**config.mk**
```make
export PLATFORM = sky130hd
export DESIGN_NAME = ws2812_bit
export DESIGN_NICKNAME = d
export VERILOG_FILES = /design/src/rtl/ws2812_pkg.sv /design/src/rtl/ws2812_bit.sv
export SDC_FILE = /design/constraint.sdc
export NUM_CORES = 1
export LEC_CHECK = 0
export ABC_AREA = 1
export BUFFER_PORTS_ARGS = -buffer_cell sky130_fd_sc_hd__buf_2
export CELL_PAD_IN_SITES_DETAIL_PLACEMENT = 1
export CELL_PAD_IN_SITES_GLOBAL_PLACEMENT = 1
export CORE_ASPECT_RATIO = 2
export CORE_MARGIN = 4
export CORE_UTILIZATION = 35
export CTS_CLUSTER_SIZE = 12
export DETAILED_ROUTE_END_ITERATION = 12
export PLACE_DENSITY = 0.73
export SETUP_SLACK_MARGIN = 0.5
export SKIP_LAST_GASP = 1
export SLEW_MARGIN = 25
export SYNTH_ARGS = -nofsm -noshare
export SYNTH_HDL_FRONTEND = slang
export SYNTH_SLANG_ARGS = --single-unit
```
**constraint.sdc**
```tcl
create_clock -name clk_in -period 2.2 [get_ports clk_in]
set_input_delay 0.44 -clock clk_in [delete_from_list [all_inputs] [get_ports clk_in]]
set_output_delay 0.44 -clock clk_in [all_outputs]
set_load 0.02 [all_outputs]
```
**src/rtl/ws2812_pkg.sv**
```systemverilog
// Shared types and default timing values for the WS2812 line encoder.
package ws2812_pkg;

  // Bit-encoder FSM states.
  typedef enum logic [1:0] {
    IDLE = 2'd0,
    HIGH = 2'd1,
    LOW  = 2'd2
  } state_t;

  // Default bit timings in 64 MHz clocks.
  localparam int T0H_CNT  = 26;   // 406 ns
  localparam int T1H_CNT  = 51;   // 797 ns
  localparam int TBIT_CNT = 80;   // 1.25 us

  // Default reset-code length for the frame controller (60 us at 64 MHz).
  localparam int RST_CNT  = 3840;

endpackage

```
**src/rtl/ws2812_bit.sv**
```systemverilog
// WS2812 single-bit encoder: one accepted bit becomes a high pulse of th
// clocks followed by tl clocks low, then a one-cycle done strobe.
module ws2812_bit
  import ws2812_pkg::*;
#(
  parameter int CNT_WIDTH = 8
) (
  input  logic                 clk_in,
  input  logic                 rst_in,
  input  logic                 bit_rdy_in,
  input  logic                 bit_data_in,
  input  logic [CNT_WIDTH-1:0] t0h_cnt_in,
  input  logic [CNT_WIDTH-1:0] t1h_cnt_in,
  input  logic [CNT_WIDTH-1:0] tbit_cnt_in,
  output logic                 bit_done_out,
  output logic                 bit_err_out,
  output logic                 dout_out
);

  localparam logic [CNT_WIDTH-1:0] CNT_ONE = CNT_WIDTH'(1);

  state_t               r_state, w_state_nxt;
  logic [CNT_WIDTH-1:0] r_cnt, w_cnt_nxt;
  logic [CNT_WIDTH-1:0] r_tl, w_tl_nxt;
  logic                 r_dout, w_dout_nxt;
  logic                 r_done, w_done_nxt;
  logic                 r_err, w_err_nxt;

  logic [CNT_WIDTH-1:0] w_th_raw, w_th, w_tl;
  logic [CNT_WIDTH:0]   w_diff;

  // Phase lengths for the bit on offer; never zero, and the extra sign bit
  // of the subtraction catches a period shorter than the high time.
  always_comb begin
    w_th_raw = bit_data_in ? t1h_cnt_in : t0h_cnt_in;
    w_th     = (w_th_raw == '0) ? CNT_ONE : w_th_raw;
    w_diff   = {1'b0, tbit_cnt_in} - {1'b0, w_th};
    w_tl     = (w_diff[CNT_WIDTH] || (w_diff == '0)) ? CNT_ONE
                                                      : w_diff[CNT_WIDTH-1:0];
  end

  // Next-state and next-output logic; every register's next value is
  // computed here so all outputs leave the block registered.
  always_comb begin
    // NOTE: every signal gets a default first so no path can infer a latch.
    w_state_nxt = r_state;
    w_cnt_nxt   = r_cnt;
    w_tl_nxt    = r_tl;
    w_dout_nxt  = r_dout;
    w_done_nxt  = 1'b0;
    w_err_nxt   = 1'b0;

    unique case (r_state)
      IDLE: begin
        w_dout_nxt = 1'b0;
        if (bit_rdy_in) begin
          w_state_nxt = HIGH;
          w_dout_nxt  = 1'b1;
          w_cnt_nxt   = w_th - CNT_ONE;
          w_tl_nxt    = w_tl;   // timing frozen for the rest of the bit
        end
      end

      HIGH: begin
        w_err_nxt = bit_rdy_in;
        if (r_cnt == '0) begin
          w_state_nxt = LOW;
          w_dout_nxt  = 1'b0;
          w_cnt_nxt   = r_tl - CNT_ONE;
          w_done_nxt  = (r_tl == CNT_ONE);  // one-cycle low phase is also the last
        end else begin
          w_cnt_nxt = r_cnt - CNT_ONE;
        end
      end

      LOW: begin
        w_err_nxt = bit_rdy_in;  // includes a request during the done cycle
        if (r_cnt == '0) begin
          w_state_nxt = IDLE;
        end else begin
          w_cnt_nxt  = r_cnt - CNT_ONE;
          w_done_nxt = (r_cnt == CNT_ONE);  // next cycle is the last low one
        end
      end

      default: begin
        w_state_nxt = IDLE;
        w_dout_nxt  = 1'b0;
        w_cnt_nxt   = '0;
      end
    endcase
  end

  // State and output registers; reset drops the line low immediately.
  always_ff @(posedge clk_in or posedge rst_in) begin
    if (rst_in) begin
      r_state <= IDLE;
      r_cnt   <= '0;
      r_tl    <= '0;
      r_dout  <= 1'b0;
      r_done  <= 1'b0;
      r_err   <= 1'b0;
    end else begin
      // NOTE: non-blocking so every register samples pre-edge values.
      r_state <= w_state_nxt;
      r_cnt   <= w_cnt_nxt;
      r_tl    <= w_tl_nxt;
      r_dout  <= w_dout_nxt;
      r_done  <= w_done_nxt;
      r_err   <= w_err_nxt;
    end
  end

  assign dout_out     = r_dout;
  assign bit_done_out = r_done;
  assign bit_err_out  = r_err;

endmodule

```
==> impl_metrics.py <==
metrics = {
    "run": {
        "cap_violations": 0,
    },
    "timing": {
        "setup_slack_ns": -0.257,
        "rsz0062_at_grt": "true",
        "finalSetupViolCount": 8,
        "skew_ns": 0.00381,
        "period_needed_ns": 2.46,
        "worstMarginPinSlew_ns": 0.402,
        "drv_slew": 0,
        "min_period_over_period": 1.12,
        "hold_violations": 0,
        "max_freq_ghz": 0.407,
        "maxSlewHeadroom": 0.729,
        "setup_tns_ns": -1.91,
        "hold_ws_ns": 0.205,
    },
    "placement": {
        "port_buffers": 30,
        "dp_cells": 463,
        "hpwl_mm": 5.90,
        "gp_congestion": 0.822,
    },
    "clocking": {
        "htreeDepth": 1,
        "insertion_delay_ns": 0.26,
        "clk_pin_slew_ns": 0.06,
        "cts_root_buf": "clkbuf_16",
        "cts_sinks": 21,
        "cts_tree": "yes",
        "clock_path_buffers": 2,
        "numCtsBuffers": 3,
    },
    "pwr": {
        "ir_drop_mv": 0.325,
        "power_leakage_uw": 0.00172,
        "powerDensity_nw_per_um2": 973,
        "total_power_uw": 3080,
    },
    "synth": {
        "seq_area_frac_synth": 0.241,
        "synthesis.area_um2": 2180,
        "synthCells": 335,
        "ys_types": 37,
        "synth.yosys.warnings": 0,
        "syn_area_per_cell_um2": 6.50,
        "ys_seq_elements": 21,
        "synth_nets": 382,
    },
    "floorplanning": {
        "die_y_um": 120,
        "row_count": 40,
        "design.die.area_um2": 7620,
        "fp.coreArea_um2": 6010,
        "io_pins": 31,
        "die_w_um": 63.8,
        "start_util": 0.363,
    },
    "critical_path": {
        "end_kind": "register",
        "start_kind": "input pin",
        "cp_max_fo": 5,
        "worstPathRequired_ns": 2.35,
        "r2r_start": "r_state[0]$_DFFE_PP0P_",
        "arrival_ns": 2.61,
        "worstSetupPathType": "in -> reg",
        "r2r_cells": 6,
        "r2r_end": "r_tl[2]$_DFFE_PP0P_",
        "critPathLaunch": "t1h_cnt_in[3]",
        "rrSetupSlack_ns": 0.54,
    },
    "global_routing": {
        "antenna_found_initial": 0,
        "track_usage": 0.212,
        "grt_pass1_wl_mm": 12.5,
        "grt_pass1_vias": 2729,
        "grt_max_degree": 22,
        "gr-total-overflow": 0,
    },
    "detailed_routing": {
        "first_pass_iters": 4,
        "final_antenna_net_count": 0,
        "drt_iter0_drc": 38,
        "routed_wl_mm": 7.80,
        "via_per_inst": 5.03,
        "vias": 2436,
        "post_drt_wl_per_cell_um": 16.1,
        "drc_errors": 0,
    },
    "layout": {
        "nets": 469,
        "drive_gt1_frac": 0.375,
        "area_growth_pct": 45.5,
        "diodes": 0,
        "fin_cells": 484,
    },
    "outcome": {
        "violations": "negative setup slack",
        "outcome": "complete, but fails checks",
    },
    "min_path": {
        "hp-class": "in -> async",
    },
}
routing by layer:
layer  part of all wire  global-route usage  vias to the layer above
met5                  0                   0                        -
met4              0.050               0.130                        0
met3              0.014              0.0206                       25
met2               0.62               0.448                       43
met1               0.31               0.175                     1160
li1                   -                   -                     1208
per-stage QoR:
| stage | util | setup WS, ns | area (µm²) |
|---|---|---|---|
| 2_1_floorplan | - | -0.251 | 2230 |
| 3_3_place_gp | 0.453 | -0.549 | 2720 |
| 3_5_place_dp | 0.453 | -0.615 | 2720 |
| 4_1_cts | 0.500 | -0.130 | 3000 |
| 5_1_grt | 0.527 | -0.417 | 3170 |
| 6_report | 0.527 | -0.257 | 3170 |
power breakdown:
part           total [µW]  switching, µW  leakage (µW)  internal (µW)
registers             738            179      0.000267            559
logic                1940           1160       0.00141            775
clock network         404            159     0.0000409            245
cell type report:
class | instances | area, µm²
Tap cell | 63 | 78.8
Sequential cell | 21 | 526
Multi-Input combinational cell | 251 | 1630
Inverter | 61 | 258
Timing Repair Buffer | 84 | 597
Clock inverter | 1 | 5.00
Fill cell | 803 | 2840
Clock buffer | 3 | 75.1
layout by cell type (no fill, tap or decap), types with 5 or more instances in the layout:
| master | Yosys | routed |
|---|---|---|
| dfrtp_1 | 21 | 21 |
| nor2_1 | 29 | 26 |
| o21ai_2 | 1 | 7 |
| o21ai_0 | 10 | 6 |
| buf_2 | 0 | 28 |
| buf_4 | 0 | 53 |
| a21oi_1 | 9 | 9 |
| ha_1 | 18 | 14 |
| o21ai_1 | 7 | 5 |
| nand2_2 | 13 | 9 |
| nor2_2 | 3 | 5 |
| nand2_1 | 105 | 93 |
| xor2_1 | 9 | 8 |
| nand2_4 | 2 | 16 |
| nor2_4 | 4 | 5 |
| inv_1 | 58 | 48 |
| nand3_1 | 19 | 19 |
| inv_2 | 2 | 11 |
cells in the mapped netlist:
| library cell | n | share of area |
|---|---|---|
| nand2_1 | 105 | 0.18 |
| inv_1 | 58 | 0.10 |
| nor2_1 | 29 | 0.050 |
| dfrtp_1 | 21 | 0.24 |
| nand3_1 | 19 | 0.044 |
| ha_1 | 18 | 0.10 |
| nand2_2 | 13 | 0.037 |
| o21ai_0 | 10 | 0.023 |
| a21oi_1 | 9 | 0.021 |
| xor2_1 | 9 | 0.036 |
| o21ai_1 | 7 | 0.016 |
| nor2_4 | 4 | 0.021 |
| nand4_1 | 3 | 0.0086 |
| nor2_2 | 3 | 0.0086 |
| inv_2 | 2 | 0.0034 |
| nand2_4 | 2 | 0.010 |
| nor4_1 | 2 | 0.0057 |
| o211ai_1 | 2 | 0.0069 |
| a211oi_1 | 1 | 0.0034 |
| a21boi_0 | 1 | 0.0034 |
| a21boi_2 | 1 | 0.0052 |
| a31oi_1 | 1 | 0.0029 |
| buf_6 | 1 | 0.0052 |
| clkbuf_1 | 1 | 0.0017 |
| fa_1 | 1 | 0.0092 |
| inv_6 | 1 | 0.0040 |
| mux2i_2 | 1 | 0.0063 |
| nand3_2 | 1 | 0.0046 |
| nand3b_1 | 1 | 0.0034 |
| nand4_2 | 1 | 0.0057 |
| nor3_1 | 1 | 0.0023 |
| o211ai_2 | 1 | 0.0057 |
| o21ai_2 | 1 | 0.0040 |
| o22ai_1 | 1 | 0.0029 |
| o31ai_2 | 1 | 0.0057 |
| or2_1 | 1 | 0.0029 |
| xnor2_1 | 1 | 0.0040 |
worst max-delay path: stages:
cell      delay, ns
buf_2          0.10
inv_1          0.05
nand2_1        0.10
nand2_4        0.11
nand2_4        0.06
nor2_4         0.12
a21boi_2       0.07
inv_1          0.06
ha_2           0.17
inv_2          0.05
fa_2           0.41
nand2_2        0.09
nand2_2        0.08
nand3b_1       0.12
nand2_1        0.06
nand2_1        0.07
nand2_2        0.06
nor2_2         0.11
nand2_2        0.10
nand2_4        0.12
o21ai_2        0.06
worst max path at each step:
stage | endpoint | slack [ns] | cells past startpoint
6_report | r_tl[7]$_DFFE_PP0P_ | -0.26 | 21
3_3_place_gp | r_tl[7]$_DFFE_PP0P_ | -0.55 | 20
5_1_grt | r_tl[7]$_DFFE_PP0P_ | -0.42 | 21
4_1_cts | r_tl[7]$_DFFE_PP0P_ | -0.13 | 21
2_1_floorplan | r_tl[1]$_DFFE_PP0P_ | -0.25 | 21
3_5_place_dp | r_tl[7]$_DFFE_PP0P_ | -0.62 | 20
sequential cells by signal, indices dropped and copies added, names as in the netlist:
| register | cells |
|---|---|
| r_tl | 8 |
| bit_err_out | 1 |
| r_state | 2 |
| r_cnt | 8 |
| bit_done_out | 1 |
| dout_out | 1 |
logic make-up after synthesis:
group | after synthesis | share of synthesized area
fa+ha+maj | 19 | 0.113
simple gates | 185 | 0.385
xor+xnor | 10 | 0.0402
buf+inv | 63 | 0.114
flops | 21 | 0.241
compound gates | 36 | 0.100
mux | 1 | 0.00632
what timing repair did:
item                                   in CTS  in global routing
endpoints found under the hold margin       0                  0
buffers inserted                            9                  7
pin swaps                                  14                 18
setup endpoints to repair                  17                 17
gates resized for setup                    31                 31
cloned                                      1                  0
hold buffers                                0                  0
Note: power is estimated with default switching activity, not from simulation.
